### src/rtl/cmp_minmax_tracker.sv
// Frame-based running min/max tracker behind the 4-bit magnitude comparator.
// Define CMP_MINMAX_IDX_EN to add out_min_idx/out_max_idx frame-position outputs.
module cmp_minmax_tracker #(
    parameter int WIDTH     = 4,
    parameter int FRAME_LEN = 8,
    parameter int IDX_W     = 3
) (
    input  logic             clk,
    input  logic             rst_n,
    input  logic             clr,
    input  logic             in_valid,
    output logic             in_ready,
    input  logic [WIDTH-1:0] in_data,
    output logic             out_valid,
    input  logic             out_ready,
    output logic [WIDTH-1:0] out_min,
    output logic [WIDTH-1:0] out_max
`ifdef CMP_MINMAX_IDX_EN
    ,
    output logic [IDX_W-1:0] out_min_idx,
    output logic [IDX_W-1:0] out_max_idx
`endif
);

    localparam logic [1:0] ST_IDLE  = 2'd0;
    localparam logic [1:0] ST_ACCUM = 2'd1;
    localparam logic [1:0] ST_HOLD  = 2'd2;

    localparam logic [IDX_W:0] LAST_CNT = (IDX_W + 1)'(FRAME_LEN - 1);
    localparam logic [IDX_W:0] CNT_ONE  = (IDX_W + 1)'(1);

    logic [1:0]       state_q, state_d;
    logic [IDX_W:0]   count_q, count_d;
    logic [WIDTH-1:0] min_q, min_d;
    logic [WIDTH-1:0] max_q, max_d;
    logic             in_ready_q, in_ready_d;
    logic             out_valid_q, out_valid_d;
`ifdef CMP_MINMAX_IDX_EN
    logic [IDX_W-1:0] min_idx_q, min_idx_d;
    logic [IDX_W-1:0] max_idx_q, max_idx_d;
`endif

    logic accept;
    logic consume;
    logic is_lt;
    logic is_gt;

    assign accept  = in_valid && in_ready_q;
    assign consume = out_valid_q && out_ready;
    assign is_lt   = in_data < min_q;
    assign is_gt   = in_data > max_q;

    always_comb begin
        state_d = state_q;
        count_d = count_q;
        min_d   = min_q;
        max_d   = max_q;
`ifdef CMP_MINMAX_IDX_EN
        min_idx_d = min_idx_q;
        max_idx_d = max_idx_q;
`endif
        // clr outranks accept and consume; the sample in the clr cycle is dropped
        if (clr) begin
            state_d = ST_IDLE;
            count_d = '0;
        end else begin
            case (state_q)
                ST_IDLE: begin
                    if (accept) begin
                        min_d   = in_data;
                        max_d   = in_data;
                        count_d = CNT_ONE;
`ifdef CMP_MINMAX_IDX_EN
                        min_idx_d = '0;
                        max_idx_d = '0;
`endif
                        state_d = (FRAME_LEN == 1) ? ST_HOLD : ST_ACCUM;
                    end
                end
                ST_ACCUM: begin
                    if (accept) begin
                        // strict compares keep the earliest occurrence on ties
                        if (is_lt) begin
                            min_d = in_data;
`ifdef CMP_MINMAX_IDX_EN
                            min_idx_d = count_q[IDX_W-1:0];
`endif
                        end
                        if (is_gt) begin
                            max_d = in_data;
`ifdef CMP_MINMAX_IDX_EN
                            max_idx_d = count_q[IDX_W-1:0];
`endif
                        end
                        count_d = count_q + CNT_ONE;
                        if (count_q == LAST_CNT) begin
                            state_d = ST_HOLD;
                        end
                    end
                end
                ST_HOLD: begin
                    if (consume) begin
                        state_d = ST_IDLE;
                        count_d = '0;
                    end
                end
                default: begin
                    state_d = ST_IDLE;
                    count_d = '0;
                end
            endcase
        end
        // handshake flags are registered so no bypass path exists from out_ready to in_ready
        in_ready_d  = (state_d != ST_HOLD);
        out_valid_d = (state_d == ST_HOLD);
    end

    always_ff @(posedge clk or negedge rst_n) begin
        if (!rst_n) begin
            state_q     <= ST_IDLE;
            count_q     <= '0;
            min_q       <= '0;
            max_q       <= '0;
            in_ready_q  <= 1'b0;
            out_valid_q <= 1'b0;
`ifdef CMP_MINMAX_IDX_EN
            min_idx_q   <= '0;
            max_idx_q   <= '0;
`endif
        end else begin
            state_q     <= state_d;
            count_q     <= count_d;
            min_q       <= min_d;
            max_q       <= max_d;
            in_ready_q  <= in_ready_d;
            out_valid_q <= out_valid_d;
`ifdef CMP_MINMAX_IDX_EN
            min_idx_q   <= min_idx_d;
            max_idx_q   <= max_idx_d;
`endif
        end
    end

    assign in_ready  = in_ready_q;
    assign out_valid = out_valid_q;
    assign out_min   = min_q;
    assign out_max   = max_q;
`ifdef CMP_MINMAX_IDX_EN
    assign out_min_idx = min_idx_q;
    assign out_max_idx = max_idx_q;
`endif

endmodule

### config.mk
export PLATFORM = sky130hd
export DESIGN_NAME = cmp_minmax_tracker
export DESIGN_NICKNAME = d
export VERILOG_FILES = /design/src/rtl/cmp_minmax_tracker.sv
export SDC_FILE = /design/constraint.sdc
export NUM_CORES = 1
export LEC_CHECK = 0
export CAP_MARGIN = 5
export CORE_UTILIZATION = 34
export DETAILED_ROUTE_END_ITERATION = 16
export MAX_ROUTING_LAYER = met4
export PLACE_DENSITY = 0.56
export SLEW_MARGIN = 30
export SYNTH_ARGS = -nofsm -noshare
export SYNTH_HDL_FRONTEND = slang
export SYNTH_SLANG_ARGS = --single-unit
### constraint.sdc
create_clock -name clk -period 3.9 [get_ports clk]
set_input_delay 0.585 -clock clk [delete_from_list [all_inputs] [get_ports clk]]
set_output_delay 0.585 -clock clk [all_outputs]
set_load 0.02 [all_outputs]
==> results of run 1 <==
==> routing by layer <==
layer | track usage, % | vias up | share of wire [%]
met3 | 5.36 | 4 | 6.3
li1 | - | 442 | -
met2 | 25.6 | 39 | 46
met1 | 20.6 | 459 | 47
met4 | 6.80 | 0 | 0.86
met5 | - | - | 0
==> cell families (layout without fill, tap and decap cells) <==
| logic type | after synthesis | after routing | share of synthesized area (%) |
|---|---|---|---|
| simple gates | 38 | 38 | 21.4 |
| flops | 16 | 16 | 38.0 |
| fa+ha+maj | 8 | 8 | 9.49 |
| compound gates | 30 | 30 | 20.6 |
| mux | 4 | 4 | 5.69 |
| buf+inv | 11 | 30 | 4.86 |
==> Yosys cell counts, types with 2 or more instances <==
cell / count
and3_1: 3
nand4_1: 7
nor2_1: 7
a21oi_1: 10
mux2_4: 4
o211ai_1: 5
a311oi_1: 3
dfrtp_1: 16
inv_1: 8
nand3_1: 5
and2_1: 2
nand2_1: 5
nand4b_1: 2
ha_1: 8
a21o_1: 4
buf_2: 2
nor2b_1: 2
o21ai_1: 2
==> layout by cell type (no fill, tap or decap) <==
| cell type | netlist | final |
|---|---|---|
| a2111oi_0 | 1 | 1 |
| a21o_1 | 4 | 4 |
| a21oi_1 | 10 | 10 |
| a311oi_1 | 3 | 3 |
| a31o_1 | 1 | 1 |
| a31oi_1 | 1 | 1 |
| a31oi_4 | 1 | 1 |
| and2_1 | 2 | 2 |
| and3_1 | 3 | 3 |
| and4bb_4 | 1 | 1 |
| clkbuf_4 | 0 | 3 |
| clkbuf_8 | 0 | 1 |
| clkdlybuf4s50_1 | 0 | 18 |
| dfrtp_1 | 16 | 16 |
| ha_1 | 8 | 8 |
| inv_1 | 8 | 8 |
| mux2_4 | 4 | 4 |
| nand2_1 | 5 | 5 |
| nand2b_1 | 1 | 1 |
| nand2b_2 | 1 | 1 |
| nand3_1 | 5 | 5 |
| nand4_1 | 7 | 7 |
| nand4b_1 | 2 | 2 |
| nand4bb_1 | 1 | 1 |
| nor2_1 | 7 | 7 |
| nor2b_1 | 2 | 2 |
| nor3b_1 | 1 | 1 |
| o211ai_1 | 5 | 5 |
| o21ai_1 | 2 | 2 |
| o21ai_2 | 1 | 1 |
| o311a_1 | 1 | 1 |
==> stage by stage <==
stage / utilization [%] / worst slack [ns]
floorplan: - / 2.09
global route: 45.2 / 1.66
detailed placement: 43.9 / 1.41
global placement: 43.9 / 1.48
CTS: 45.2 / 1.74
finish: 45.2 / 1.74
==> worst min-delay path by stage <==
stage                                start                     end  slack (ns)  cells past startpoint
floorplan                            rst_n  count_q[0]$_DFFE_PN0P_        0.29                      0
global placement    out_max[2]$_DFFE_PN0P_  out_max[2]$_DFFE_PN0P_        0.53                      1
detailed placement  out_max[1]$_DFFE_PN0P_  out_max[1]$_DFFE_PN0P_        0.54                      1
CTS                 out_max[2]$_DFFE_PN0P_  out_max[2]$_DFFE_PN0P_        0.56                      1
global route        out_max[3]$_DFFE_PN0P_  out_max[3]$_DFFE_PN0P_        0.57                      1
finish              out_max[2]$_DFFE_PN0P_  out_max[2]$_DFFE_PN0P_        0.55                      1
==> cell type report <==
class	count	share of cell area, %
Sequential cell	16	31.1
Multi-Input combinational cell	80	46.8
Timing Repair Buffer	18	14.0
Clock buffer	4	2.82
Tap cell	31	3.01
Inverter	8	2.33
==> report_power, final <==
part | switching [uW] | internal (uW) | total [uW]
Combinational | 173 | 146 | 320
Clock | 54.5 | 56.9 | 111
Sequential | 36.3 | 199 | 236
==> critical path, delay by kind of cell <==
| family | cells | cell delay [ns] |
|---|---|---|
| AND/OR/NAND/NOR | 1 | 0.14 |
| adder cells (fa/ha/maj) | 1 | 0.35 |
| buffers and inverters | 1 | 0.50 |
| AO/OA/AOI/OAI | 2 | 0.42 |
| multiplexers | 1 | 0.36 |
==> registers in the layout (all words and copies together), names as in the netlist <==
register   count
count_q        4
out_max        4
out_min        4
state_q        2
in_ready       1
out_valid      1
==> results by stage, run 1 <==
Timing:
- On the final layout, the worst hold slack is around 0.55 ns.
- The top achievable clock speed is 464 MHz.
- The post-route clock skew is 0.0112 ns.
- Setup violations remaining at the end of the flow were counted as 0.
- The setup total negative slack is 0 ns.
- The final-report max-slew violation count came to 0.
- Setup repair after global routing left no endpoint under its margin.
- The worst relative slew slack is 41.7%.
- The final worst-path cycle share is 55.3%.
- The final hold violation count is 0.
- The time the worst path needs with I/O delays and setup is approximately 2.2 ns.
- At the pin with the least slew margin, the transition time is between 0.8 and 0.9 ns.

Global route:
- The total congestion overflow after global routing is 0.
- The first global-routing pass estimated between 4 and 5 mm of wire.
- The global routing usage summed across all routing layers is between 10% and 20%.
- Entering global routing, the biggest net connects 17 pins.
- The initial antenna violation count is 0.
- The number of global-route vias before repair is 874.

Worst setup path:
- In this run the worst path has a maximum fanout of 5.
- The end point of the critical path is out_max[0]$_DFFE_PN0P_.
- The critical path's largest stage delay is 0.50 ns.
- The flop-to-flop setup slack is just under 2 ns.
- The master of the slowest instance on the critical path is clkdlybuf4s50_1.
- The critical path arrival is 2.35 ns.
- The type of element launching the critical path is a primary input.
- The worst reg2reg path depth is 3.
- The category of the critical setup timing path is primary input to register.
- The first element of the critical path is in_data[1].
- The kind of end point of the critical path is a register.
- The required time of the worst setup path is 4.09 ns.
- Traced cell by cell, the critical path runs through clkdlybuf4s50_1 > ha_1 > nor2b_1 > o211ai_1 > a31oi_4 > mux2_4.
- The capture instance of the worst register-to-register path is out_max[0]$_DFFE_PN0P_.
- In this run the critical register-to-register path is launched from state_q[0]$_DFF_PN0_.

Clock network:
- Buffers inserted to repair hold after CTS numbered 0.
- Clock tree synthesis found a total of 16 sinks.
- In this run the number of H-tree levels came out at 1.
- The number of instances resized during post-cts repair is 0.
- TritonCTS built the clock tree.
- The clock slew at the register clock pins of the worst setup and hold paths is approximately 0.10 ns.
- The clock latency reported for the late side of the worst-skew pair is about 0.29 ns.
- Buffers added to address setup during post-CTS repair amount to 0.
- The longest clock path from root to sink contains 2 buffers.
- The TritonCTS buffer count is 3.
- The root buffer cell is clkbuf_4.

Die:
- During I/O placement, the number of pins put on the boundary was 19.
- The die covers 3330 um^2.
- The row count is 19.
- In this run the vertical extent of the chip is 57.7 um.
- From left edge to right edge, the die measures about 58 um.
- For this configuration, the core starts out at a cell density of ~37%.
- In this run the standard cell core region covers 2850 um^2.

Logic synthesis:
- In the synthesized netlist, the number of instances is roughly 110.
- The number of different library cells in the post-synthesis netlist is 30.
- The post-synthesis instance area is 1050 um^2.
- In this run, synthesis inferred 0 flip-flops with an integrated enable.
- For this run, the register share of the synthesized area comes to 38.0%.
- For this run, the number of Yosys warnings is 0.
- The share of synthesized registers carrying an async set or reset is 100%.
- The largest area contributor in the netlist is dfrtp_1.
- The number of nets handed over by synthesis was ~120.
- The dominant register cell in the synthesized netlist is dfrtp_1.
- The post-synthesis average cell area is 9.86 um^2.
- The top cell type's share of synthesized area is 38.0%.
- Sorting the synthesized cells by area gives the leading types as dfrtp_1 (38%), ha_1 (9.5%), mux2_4 (5.7%).
- After synthesis the netlist holds a flip-flop and latch count of 16.

Placed design:
- The number of port buffers is 18.
- The total instance count after detailed placement is 153.
- The area of placed instances is 1250 um^2.
- The HPWL after detailed placement is 1.82 mm.
- At the end of routability-driven placement, the weighted congestion stood at 0.832.

Finish:
- The post-route netlist has 9.52% of its cells at a drive strength greater than 1.
- From synthesis to final layout, the design area changed by 22.2%.
- The layout has 282 filler cells.
- The sequential cell area is 400 um^2.
- Leaving out filler cells and counting taps, the final layout contains 157.
- The number of nets in the layout is between 100 and 150.
- The combined area of the multi-input logic cells is about 600 um^2.
- The repair_antennas step left the layout with diodes totalling 0.
- Summing all non-filler instances in the final layout gives an area of 1290 um^2.

Routing:
- The first detailed-routing pass took 10 iterations.
- After detailed routing, the total wire length is 2.43 mm.
- For this run, design rule violations remaining after detail routing come to 2.
- The average via count per standard cell is 6.01.
- Once detail routing completed, the nets flagged for antenna violations numbered 0.
- After detailed routing, the average wire length per cell comes to 15.5 um.
- For this block, the initial DRC count from the detailed router was 48.
- Across all layers, the routed design uses ~940 vias.

Run status:
- The run finished, with violations left.
- The checks that failed: DRC.

Pwr:
- Summed over all cells, the static leakage comes to 0.000567 uW.
- The largest vdd supply drop is ~0.22 mV.
- The completed layout was analyzed and its total power is 666 uW.
- Power spread over the standard cell area amounts to between 500 and 600 nW/um^2.

Worst hold path:
- In this run the worst hold path is classified as register to register.

Run:
- The count of max-cap constraint violations is 0.
No activity file was read; power rests on OpenSTA's default activity.
==> inputs of run 2 (changes only) <==
--- a/config.mk
+++ b/config.mk
@@ -9,7 +9,7 @@
 export CORE_UTILIZATION = 34
 export DETAILED_ROUTE_END_ITERATION = 16
 export MAX_ROUTING_LAYER = met4
-export PLACE_DENSITY = 0.56
+export PLACE_DENSITY = 0.58
 export SLEW_MARGIN = 30
 export SYNTH_ARGS = -nofsm -noshare
 export SYNTH_HDL_FRONTEND = slang
==> constraint.sdc (replaced) <==
create_clock -name clk -period 1.9 [get_ports clk]
set_input_delay 0.285 -clock clk [delete_from_list [all_inputs] [get_ports clk]]
set_output_delay 0.285 -clock clk [all_outputs]
set_load 0.02 [all_outputs]
==> results by stage, run 2 (same netlist as run 1, synthesis figures left out) <==
Pwr:
- The post-route total power is 1410 uW (was 666 uW).
- The power per unit of standard cell area is 1020 nW/um^2 (was 517 nW/um^2).
- The switching component of the power came to 544 uW (was 264 uW).
- The fraction of power spent switching nets is 38.7% (was 39.6%).
- The share of total power in sequential cells is 34.2% (was 35.3%).
- The largest vdd supply drop is 0.448 mV (was 0.217 mV).
- The combinational cell fraction of total power is 48.9% (was 47.9%).
- The internal power component is 861 uW (was 402 uW).
- The leakage power is 0.000625 uW (was 0.000567 uW).
- The clock network fraction of design power was 16.9% (was 16.7%).

Worst setup path:
- The first element of the critical path is in_data[3] (was in_data[1]).
- The kind of end point of the critical path is a register (unchanged).
- The maximum net fanout on the critical path is 4 (was 5).
- The flop-to-flop setup slack is 0.22 ns (was 1.97 ns).
- The startpoint of the most critical register-to-register path is out_max[1]$_DFFE_PN0P_ (was state_q[0]$_DFF_PN0_).
- The critical path arrival was 1.89 ns (was 2.35 ns).
- The type of element launching the critical path is a primary input (unchanged).
- The required time of the worst setup path was 2.09 ns (was 4.09 ns).
- The category of the critical setup timing path is primary input to register (unchanged).

Finish:
- The area added between synthesis and finish is 30.7% (was 22.2%).
- Commonest cells after routing, fill and taps aside: clkdlybuf4s50_1 (18), dfrtp_1 (16), buf_4 (12) (was clkdlybuf4s50_1 (18), dfrtp_1 (16), a21oi_1 (10)).
- The number of nets in the layout is 156 (was 144).
- The count of antenna diodes in the layout is 0 (unchanged).
- The non-filler instance count after layout is 169 (was 157).
- The final standard cell utilization of the core is 48.3% (was 45.2%).
- The commonest non-fill, non-tap cell in the layout is clkdlybuf4s50_1 (unchanged).
- The fraction of final layout cells with drive strength greater than 1 is 17.4% (was 9.52%).

Timing:
- The worst-margin pin slew was 0.347 ns (was 0.873 ns).
- The post-route clock skew is 0.0112 ns (about the same).
- Timing would allow up to ~590 MHz.
- The final hold violation count was 0 (unchanged).
- The worst relative slew slack is 76.3% (was 41.7%).
- After layout, the worst path uses between 80% and 90% of the clock period.
- The final-report max-slew violation count came to 0 (unchanged).
- The worst hold-check slack was 0.292 ns (was 0.552 ns).
- The number of setup violations in the final report came to 0 (unchanged).
- The worst path needs 1.70 ns of the cycle, external delays included.
- Setup repair after global routing missed its margin: false (unchanged).

Placed design:
- The total instance count after detailed placement is 165 (was 153).
- The last weighted congestion value of the routability-driven placer was 0.819 (was 0.832).
- The HPWL after detailed placement came to 1.89 mm (was 1.82 mm).
- The number of port buffers is 18 (unchanged).

Routing:
- The average routed wire per standard cell is 14.8 um (was 15.5 um).
- The total number of vias is 949 (was 944).
- The number of iterations in the first detailed-routing pass came to 10 (unchanged).
- The aggregate routed wire length came to 2.50 mm (was 2.43 mm).
- The final antenna-violating net count is 0 (unchanged).
- The number of DRC markers after the initial detailed-route iteration is 30 (was 48).
- The average via count per standard cell is 5.62 (was 6.01).
- The remaining routing DRC violations came to 2 (unchanged).

Clock network:
- The count of hold-fix buffers inserted at cts was 0 (unchanged).
- The buffer depth of the longest clock path was 2 (unchanged).
- The number of instances resized during post-cts repair is 0 (unchanged).
- The TritonCTS clock tree is built (unchanged).
- The clock slew at the register clock pins of the worst setup and hold paths was 0.11 ns (was 0.10 ns).
- The clock sink total is 16 (unchanged).
- The number of H-tree levels is 1 (unchanged).
- The TritonCTS buffer count is 3 (unchanged).
- The clock latency reported for the late side of the worst-skew pair is 0.30 ns (was 0.29 ns).
- The root buffer cell is clkbuf_4 (unchanged).
- The number of setup buffers added after CTS is 0 (unchanged).

Run status:
- Outcome: finished with violations (unchanged).
- Violated checks: DRC (unchanged).

Global route:
- The wire length of the first global-routing pass is 4.08 mm (was 4.06 mm).
- The global routing usage summed across all routing layers is 16.9% (was 16.8%).
- The initial antenna violation count came to 0 (unchanged).
- The total congestion overflow after global routing is 0 (unchanged).
- The number of global-route vias before repair is 903 (was 874).
- The maximum number of pins on one net before global-route repair came to 17 (unchanged).

Die:
- The total I/O pin count is 19 (unchanged).
- The row count is 19 (unchanged).
- The die extent in y is 57.7 um (unchanged).
- The core area is 2850 um^2 (unchanged).
- The initial core utilization is 37.0% (unchanged).
- The width of the chip was 57.7 um (unchanged).
- The die area came to 3330 um^2 (unchanged).

Worst hold path:
- The type of the tightest min-delay check was primary input to async pin (was register to register).

Run:
- The count of max-cap constraint violations was 0 (unchanged).
-- run 2: cell types whose count changed in the layout (fill, tap and decap cells not counted) --
cell   change
buf_4     +12
-- run 2: metal layers --
layer / wire length (um) / part of all wire, % / track usage (%)
met5: 0 / 0 / -
met4: 14 / 0.56 / 5.10
met3: 124 / 5.0 / 4.69
met2: 1170 / 47 / 24.9
met1: 1190 / 48 / 22.6
-- run 2: area by class of cell --
type / count / area, um^2
Clock buffer: 4 / 36.3
Fill cell: 273 / 1470
Inverter: 8 / 30.0
Multi-Input combinational cell: 80 / 603
Sequential cell: 16 / 400
Tap cell: 31 / 38.8
Timing Repair Buffer: 30 / 270
-- run 2: stage by stage --
| step | setup TNS (ns) | setup WS, ns | instance area [um^2] |
|---|---|---|---|
| CTS | 0 | 0.204 | 1380 |
| global placement | -0.605 | -0.0861 | 1340 |
| global route | 0 | 0.0977 | 1380 |
| detailed placement | -0.724 | -0.111 | 1340 |
| floorplan | 0 | 0.167 | 1050 |
| finish | 0 | 0.199 | 1380 |
-- run 2: worst paths after layout --
path,cells after the start,end
setup / recovery,6,out_min[2]$_DFFE_PN0P_
setup reg to reg,6,out_max[1]$_DFFE_PN0P_
max in group asynchronous,2,state_q[0]$_DFF_PN0_
hold / removal,2,out_min[2]$_DFFE_PN0P_
hold reg to reg,1,out_max[2]$_DFFE_PN0P_
min in group clk,1,out_max[2]$_DFFE_PN0P_
-- run 2: power by group through the flow --
| stage | registers [uW] | clock network (uW) | logic [uW] |
|---|---|---|---|
| floorplan | 554 | 0 | 332 |
| global placement | 483 | 0 | 679 |
| detailed placement | 490 | 0 | 687 |
| CTS | 482 | 244 | 691 |
| global route | 492 | 259 | 765 |
| finish | 480 | 238 | 687 |
-- run 2: worst max-delay path, cell delays in order --
cell	delay (ns)
clkdlybuf4s50_1	0.46
ha_1	0.33
a21o_1	0.23
and3_1	0.19
a311oi_1	0.27
nand3_1	0.12
